**src/rtl/img_row_pair_sel.sv**
```systemverilog
// Resolves the resident 8-row slot pair (floor(h), floor(h)+1) for the bilinear interpolator.
// Optional checker: define IMG_ROW_CHK_EN to enable the sticky o_err consistency checks.
module img_row_pair_sel #(
    parameter int IMG_H_MAX = 479
) (
    input  logic        clk,
    input  logic        frst_n,
    input  logic [8:0]  i_req_h,
    input  logic        i_req_vld,
    input  logic [14:0] i_fix_h,
    input  logic        i_fix_h_vld,
    input  logic        i_fix_h_empty,
    output logic        o_fix_h_re,
    input  logic [2:0]  i_8row_id,
    input  logic [8:0]  i_8row_h,
    input  logic        i_8row_empty,
    output logic        o_8row_re,
    output logic [2:0]  o_pair_id0,
    output logic [2:0]  o_pair_id1,
    output logic [8:0]  o_pair_h0,
    output logic [4:0]  o_pair_frac,
    output logic        o_pair_oob,
    output logic        o_pair_vld,
    input  logic        i_pair_ready,
    input  logic        i_line_done,
    output logic        o_err,
    output logic [2:0]  o_dbg_state
);

    localparam logic [8:0] H_MAX = 9'(IMG_H_MAX);

    typedef enum logic [2:0] {
        S_IDLE, S_FETCH, S_RELEASE, S_WAIT_ROWS, S_PRESENT, S_BUSY
    } state_t;

    state_t     state;
    logic [8:0] mir_h [8];
    logic [7:0] mir_vld;
    logic [2:0] wr_ptr;
    logic [2:0] rd_ptr;
    logic [3:0] cnt;
    logic [8:0] h1_q;

    logic [2:0] rd_nxt;
    logic [8:0] fix_h0;
    logic [8:0] fix_h1;
    logic       req_wr;
    logic       rel_go;
    logic       rows_ok;

    assign rd_nxt  = rd_ptr + 3'd1;
    assign fix_h0  = i_fix_h[13:5];
    assign fix_h1  = (fix_h0 >= H_MAX) ? fix_h0 : fix_h0 + 9'd1;
    assign req_wr  = i_req_vld && (cnt != 4'd8);
    assign rel_go  = (state == S_RELEASE) && (cnt != 4'd0) && mir_vld[rd_ptr]
                     && (mir_h[rd_ptr] < o_pair_h0);
    assign rows_ok = (cnt >= 4'd1) && mir_vld[rd_ptr] && (mir_h[rd_ptr] == o_pair_h0)
                     && ((h1_q == o_pair_h0)
                         || ((cnt >= 4'd2) && mir_vld[rd_nxt] && (mir_h[rd_nxt] == h1_q)));
    assign o_dbg_state = state;

    // Row numbers need no reset: every read is qualified by its valid bit.
    always_ff @(posedge clk) begin
        if (req_wr) begin
            mir_h[wr_ptr] <= i_req_h;
        end
    end

    // Pair handshake: o_pair_vld and all o_pair_* stay stable until a cycle with
    // i_pair_ready high; the pair is transferred on that clock edge and o_pair_vld
    // drops the cycle after. i_line_done then frees the slot for the next pair.
    always_ff @(posedge clk or negedge frst_n) begin
        if (!frst_n) begin
            state       <= S_IDLE;
            mir_vld     <= '0;
            wr_ptr      <= '0;
            rd_ptr      <= '0;
            cnt         <= '0;
            h1_q        <= '0;
            o_fix_h_re  <= 1'b0;
            o_8row_re   <= 1'b0;
            o_pair_id0  <= '0;
            o_pair_id1  <= '0;
            o_pair_h0   <= '0;
            o_pair_frac <= '0;
            o_pair_oob  <= 1'b0;
            o_pair_vld  <= 1'b0;
        end else begin
            o_fix_h_re <= 1'b0;
            o_8row_re  <= 1'b0;
            if (req_wr) begin
                mir_vld[wr_ptr] <= 1'b1;
                wr_ptr          <= wr_ptr + 3'd1;
            end
            // An empty 8-row FIFO suppresses the pop but the mirror still advances.
            if (rel_go) begin
                mir_vld[rd_ptr] <= 1'b0;
                rd_ptr          <= rd_nxt;
                o_8row_re       <= ~i_8row_empty;
            end
            cnt <= cnt + {3'b000, req_wr} - {3'b000, rel_go};

            case (state)
                S_IDLE: state <= S_FETCH;
                S_FETCH: begin
                    if (!i_fix_h_empty) begin
                        o_fix_h_re  <= 1'b1;
                        o_pair_h0   <= fix_h0;
                        h1_q        <= fix_h1;
                        o_pair_frac <= i_fix_h[4:0];
                        o_pair_oob  <= ~i_fix_h_vld;
                        state       <= i_fix_h_vld ? S_RELEASE : S_PRESENT;
                    end
                end
                S_RELEASE: begin
                    if (!rel_go) begin
                        state <= S_WAIT_ROWS;
                    end
                end
                S_WAIT_ROWS: begin
                    if (rows_ok) begin
                        o_pair_id0 <= rd_ptr;
                        o_pair_id1 <= (h1_q == o_pair_h0) ? rd_ptr : rd_nxt;
                        o_pair_vld <= 1'b1;
                        state      <= S_PRESENT;
                    end
                end
                S_PRESENT: begin
                    // Blank lines arrive here with valid still low; raise it first.
                    if (!o_pair_vld) begin
                        o_pair_vld <= 1'b1;
                    end else if (i_pair_ready) begin
                        o_pair_vld <= 1'b0;
                        state      <= S_BUSY;
                    end
                end
                S_BUSY: begin
                    if (i_line_done) begin
                        state <= S_FETCH;
                    end
                end
                default: state <= S_IDLE;
            endcase
        end
    end

`ifdef IMG_ROW_CHK_EN
    logic [2:0] chk_id;
    logic [8:0] chk_h;

    // The pop lands one cycle after the release decision, so the expected head is staged.
    always_ff @(posedge clk or negedge frst_n) begin
        if (!frst_n) begin
            chk_id <= '0;
            chk_h  <= '0;
            o_err  <= 1'b0;
        end else begin
            if (rel_go) begin
                chk_id <= rd_ptr;
                chk_h  <= mir_h[rd_ptr];
            end
            if ((o_8row_re && ((i_8row_id != chk_id) || (i_8row_h != chk_h)))
                || (rel_go && i_8row_empty)
                || (i_req_vld && (cnt == 4'd8))
                || ((state == S_FETCH) && !i_fix_h_empty && i_fix_h[14])) begin
                o_err <= 1'b1;
            end
        end
    end
`else
    logic unused_chk;
    assign unused_chk = ^{i_8row_id, i_8row_h, i_fix_h[14]};
    assign o_err      = 1'b0;
`endif

endmodule

```
**config.mk**
```make
export PLATFORM = sky130hd
export DESIGN_NAME = img_row_pair_sel
export DESIGN_NICKNAME = d
export VERILOG_FILES = /design/src/rtl/img_row_pair_sel.sv
export SDC_FILE = /design/constraint.sdc
export NUM_CORES = 1
export LEC_CHECK = 0
export ABC_AREA = 1
export CAP_MARGIN = 25
export CORE_MARGIN = 2
export CORE_UTILIZATION = 57
export CTS_CLUSTER_SIZE = 14
export DETAILED_ROUTE_END_ITERATION = 16
export PLACE_DENSITY = 0.86
export SLEW_MARGIN = 20
export SYNTH_ARGS = -nofsm -noshare
export SYNTH_HDL_FRONTEND = slang
export SYNTH_SLANG_ARGS = --single-unit
```
**constraint.sdc**
```tcl
create_clock -name clk -period 4.55 [get_ports clk]
set_input_delay 0.91 -clock clk [delete_from_list [all_inputs] [get_ports clk]]
set_output_delay 0.91 -clock clk [all_outputs]
set_load 0.05 [all_outputs]
```
==> summary.txt <==
Worst setup path
  – Worst r2r dst: cnt[1]$_DFF_PN0_
  – CP max FO: 12
  – Top delay family on crit path: adder cells
  – Crit path cell chain: nand2_1 > a21oi_1 > o21ai_0 > o2111ai_1 > ha_1 > nand2_1 > nor2_1 > nand2_1 > nor2_1 > a211oi_1 > nand2_1 > inv_2 > ha_1 > inv_1 > ha_1 > inv_1 > fa_1 > inv_1
  – Critical path's most frequent cell: nand2_1
  – Critical path destination: cnt[1]$_DFF_PN0_
  – CP Launch Point: rd_ptr[2]$_DFFE_PN0N_
  – Critical Path RT: 4.88 ns
  – Crit path depth: 18
  – CP peak stage delay: around 0.55 ns
  – Slowest CP cell: dfrtp_1
  – Critical path startpoint category: flip-flop
  – R2R cell count: 18
  – Crit. End Element: flip-flop
  – Worst path bufs/invs: 4
  – Worst reg2reg startpoint: rd_ptr[2]$_DFFE_PN0N_
  – Critical path type: reg2reg
  – WP data arrival: 4.16 ns
  – R2R Setup Slk: 0.71 ns

Timing
  – Final period util: 84.3%
  – Final-report setup violation count: 0
  – Final Skew: 0.00788 ns
  – Worst slew pin tran: roughly 0.76 ns
  – Peak Freq: roughly 260 MHz
  – Setup ws final: 0.712 ns
  – Slew HR: 49.2%
  – Tmin final: 3.84 ns
  – Final Hold Fails: 0
  – Max Slew Vio Count: 0
  – Setup_tns: 0 ns
  – RSZ-0062 raised after global routing: no
  – Hold Slack: 0.476 ns

Layout
  – Register area: roughly 3500 um^2
  – Non-Filler Instances: 996
  – Area of the multi-input gates: 2620 um^2
  – Share of cells above drive strength 1: 6.57%
  – Antenna cells: 0
  – Fillers: 813
  – Nets: 904
  – Final instance area: 7970 um^2
  – Syn-to-layout area delta: 19.5%

Clock tree
  – Setup bufs post-CTS: 0
  – Clock latency on the worst-skew pair: 0.43 ns
  – H-tree depth: 4
  – Clk sinks: 126
  – CTS Root Buffer Type: clkbuf_16
  – Cts repair resizes: 0
  – Reg clk slew, reported paths: 0.06 ns
  – CTS Buf Count: 17
  – CTS tree: yes
  – # hold bufs at CTS: 0
  – CTS max path bufs: 2

Yosys
  – Leading post-synthesis cells by cell area: edfxtp_1, dfrtp_1, nand2_1
  – Sequential area share after synthesis: 52.7%
  – Largest area contributor in the synthesized netlist: edfxtp_1
  – Mapped cell area: 6670 um^2
  – Synth cell types: 39
  – Mapped Cells: 779
  – Yosys warns: 0
  – Syn nets: 843
  – Syn Area/Cell: ~8.6 um^2
  – Top-area cell type share of the netlist area: approximately a third
  – Synth Register Bits: roughly 130

Power
  – Sw Share: 42.8%
  – Combinational Power Share: 45.2%
  – Leakage: ~3.5 nW
  – Sw Pwr: 0.00237 W
  – Int Pwr: between 0.003 and 0.004 W
  – Seq pwr share: 31.2%
  – Max VDD drop: 469 uV
  – Clk pwr share: 23.5%
  – Pwr Density: 694 nW/um^2

Place
  – Post-place setup slack: 0.843 ns
  – GP Congestion: ~0.98
  – Placed insts: 962
  – Placed cell areas: 7390 um^2
  – DP HPWL: 10,900 um
  – Port buffer count: 57

Drt
  – Vias per inst: approximately 5.7
  – Routed wire per std cell: 16.1 um
  – Residual DRC: 0
  – Total number of vias: ~5,600
  – DR iter-0 viols: roughly 600
  – Routed wire length: 16,000 um
  – Drt pass-1 iters: 6
  – Antenna Nets Post-Route: 0

Status
  – Status: finished, final reports clean

GRT
  – GRT busiest layer: met2
  – Largest net degree at the start of global routing: 59
  – First-pass GRT wire length: between 20,000 and 30,000 um
  – Initial antenna violation count: 0
  – GRT Util Overall: 26.9%
  – GR Util met3: 8.10%
  – Met2 Use GR: 42.1%
  – Vias in the first global route: 5,239
  – Met1 global-route usage: approximately 34%
  – Gr ovfl total: 0

Die
  – DIE HEIGHT: 112 um
  – Area of the core: 11,400 um^2
  – Chip Width: 112 um
  – Initial Utilization: about three fifths
  – Die footprint: 12,600 um^2
  – Rows: 39
  – Boundary Pins: 72

Min path
  – HP Class: reg2reg

Job
  – Max Cap Violations: 0
==> placed cells by master (no fill, tap or decap), types with 8 or more instances in the layout <==
cell / n
edfxtp_1: 72
nand2_1: 213
ha_1: 19
o2111ai_1: 8
o21ai_0: 58
nor2_1: 64
dfrtp_1: 53
clkdlybuf4s50_1: 56
clkbuf_16: 17
a21oi_1: 25
nand3_1: 58
o211ai_1: 21
buf_4: 18
inv_1: 99
==> synthesized netlist by cell type, drive strengths merged <==
library cell	number
a211oi	3
a21oi	25
a221oi	3
a22oi	1
a2bb2oi	2
a31oi	4
a32o	1
buf	17
clkbuf	17
conb	1
dfrtp	54
edfxtp	72
fa	1
ha	19
inv	101
nand2	213
nand3	59
nand4	1
nor2	65
nor3	4
o2111ai	8
o211a	1
o211ai	21
o21ai	64
o221ai	1
o22ai	6
o31ai	1
o41ai	1
or4	1
xnor2	4
xor2	8
==> worst min path at each step <==
stage	endpoint	start	cells past startpoint	slack, ns
after floorplan	cnt[0]$_DFF_PN0_	cnt[0]$_DFF_PN0_	1	0.50
after global placement	o_pair_frac[0]$_DFFE_PN0P_	o_pair_frac[0]$_DFFE_PN0P_	2	0.45
after detailed placement	o_pair_frac[2]$_DFFE_PN0P_	o_pair_frac[2]$_DFFE_PN0P_	2	0.46
after CTS	o_pair_frac[1]$_DFFE_PN0P_	o_pair_frac[1]$_DFFE_PN0P_	2	0.48
after global routing	o_pair_frac[2]$_DFFE_PN0P_	o_pair_frac[2]$_DFFE_PN0P_	2	0.51
final	o_pair_frac[1]$_DFFE_PN0P_	o_pair_frac[1]$_DFFE_PN0P_	2	0.48
==> area by class of cell <==
type	instances	share of cell area, %
clock inverters	14	1.80
well taps	143	2.24
clock buffers	18	5.38
flip-flops and latches	126	44.1
repair buffers	76	8.93
multi-input cells	518	32.8
inverters	101	4.75
==> per-stage QoR <==
step	total power, W	utilization [%]
2_1_floorplan	0.00351	-
3_3_place_gp	0.00413	64.6
3_5_place_dp	0.00420	64.7
4_1_cts	0.00551	69.7
5_1_grt	0.00592	69.8
6_report	0.00554	69.8
==> routing by layer <==
metal,part of all wire (%),vias up,wire length [um]
met1,39,2534,6240
met4,3.7,0,596
met3,11,58,1710
met5,0,-,0
li1,-,2722,-
met2,47,335,7450
==> flip-flops by register name, summed over array words and instances, names as in the netlist <==
register and flops:
mir_h 72, h1_q 9, o_pair_h0 9, mir_vld 8
o_pair_frac 5, cnt 4, o_dbg_state 3, o_pair_id0 3
o_pair_id1 3, rd_ptr 3, wr_ptr 3, o_8row_re 1
o_fix_h_re 1, o_pair_oob 1, o_pair_vld 1
==> worst min-delay path, cell delays in order, from the launching register on <==
cell and delay, ns:
dfrtp_1 0.35, nand2_1 0.05, nand2_1 0.05
==> power groups by stage <==
stage | combinational, W | clock [W] | sequential (W)
after CTS | 0.00248 | 0.00131 | 0.00172
final | 0.00250 | 0.00130 | 0.00173
after global routing | 0.00279 | 0.00137 | 0.00176
after floorplan | 0.00154 | 0 | 0.00197
after detailed placement | 0.00246 | 0 | 0.00174
after global placement | 0.00240 | 0 | 0.00173
==> logic make-up (layout without fill, tap and decap cells) <==
family / after synthesis / after routing / share of synthesized area [%]
AND/OR/NAND/NOR: 343 / 343 / 20.6
adder cells (fa/ha/maj): 20 / 20 / 3.86
buffers and inverters: 135 / 209 / 8.18
XOR/XNOR: 12 / 12 / 1.80
flip-flops: 126 / 126 / 52.7
AO/OA/AOI/OAI: 142 / 142 / 12.8
other: 1 / 1 / 0.0562
(Power assumes the default switching activity.)
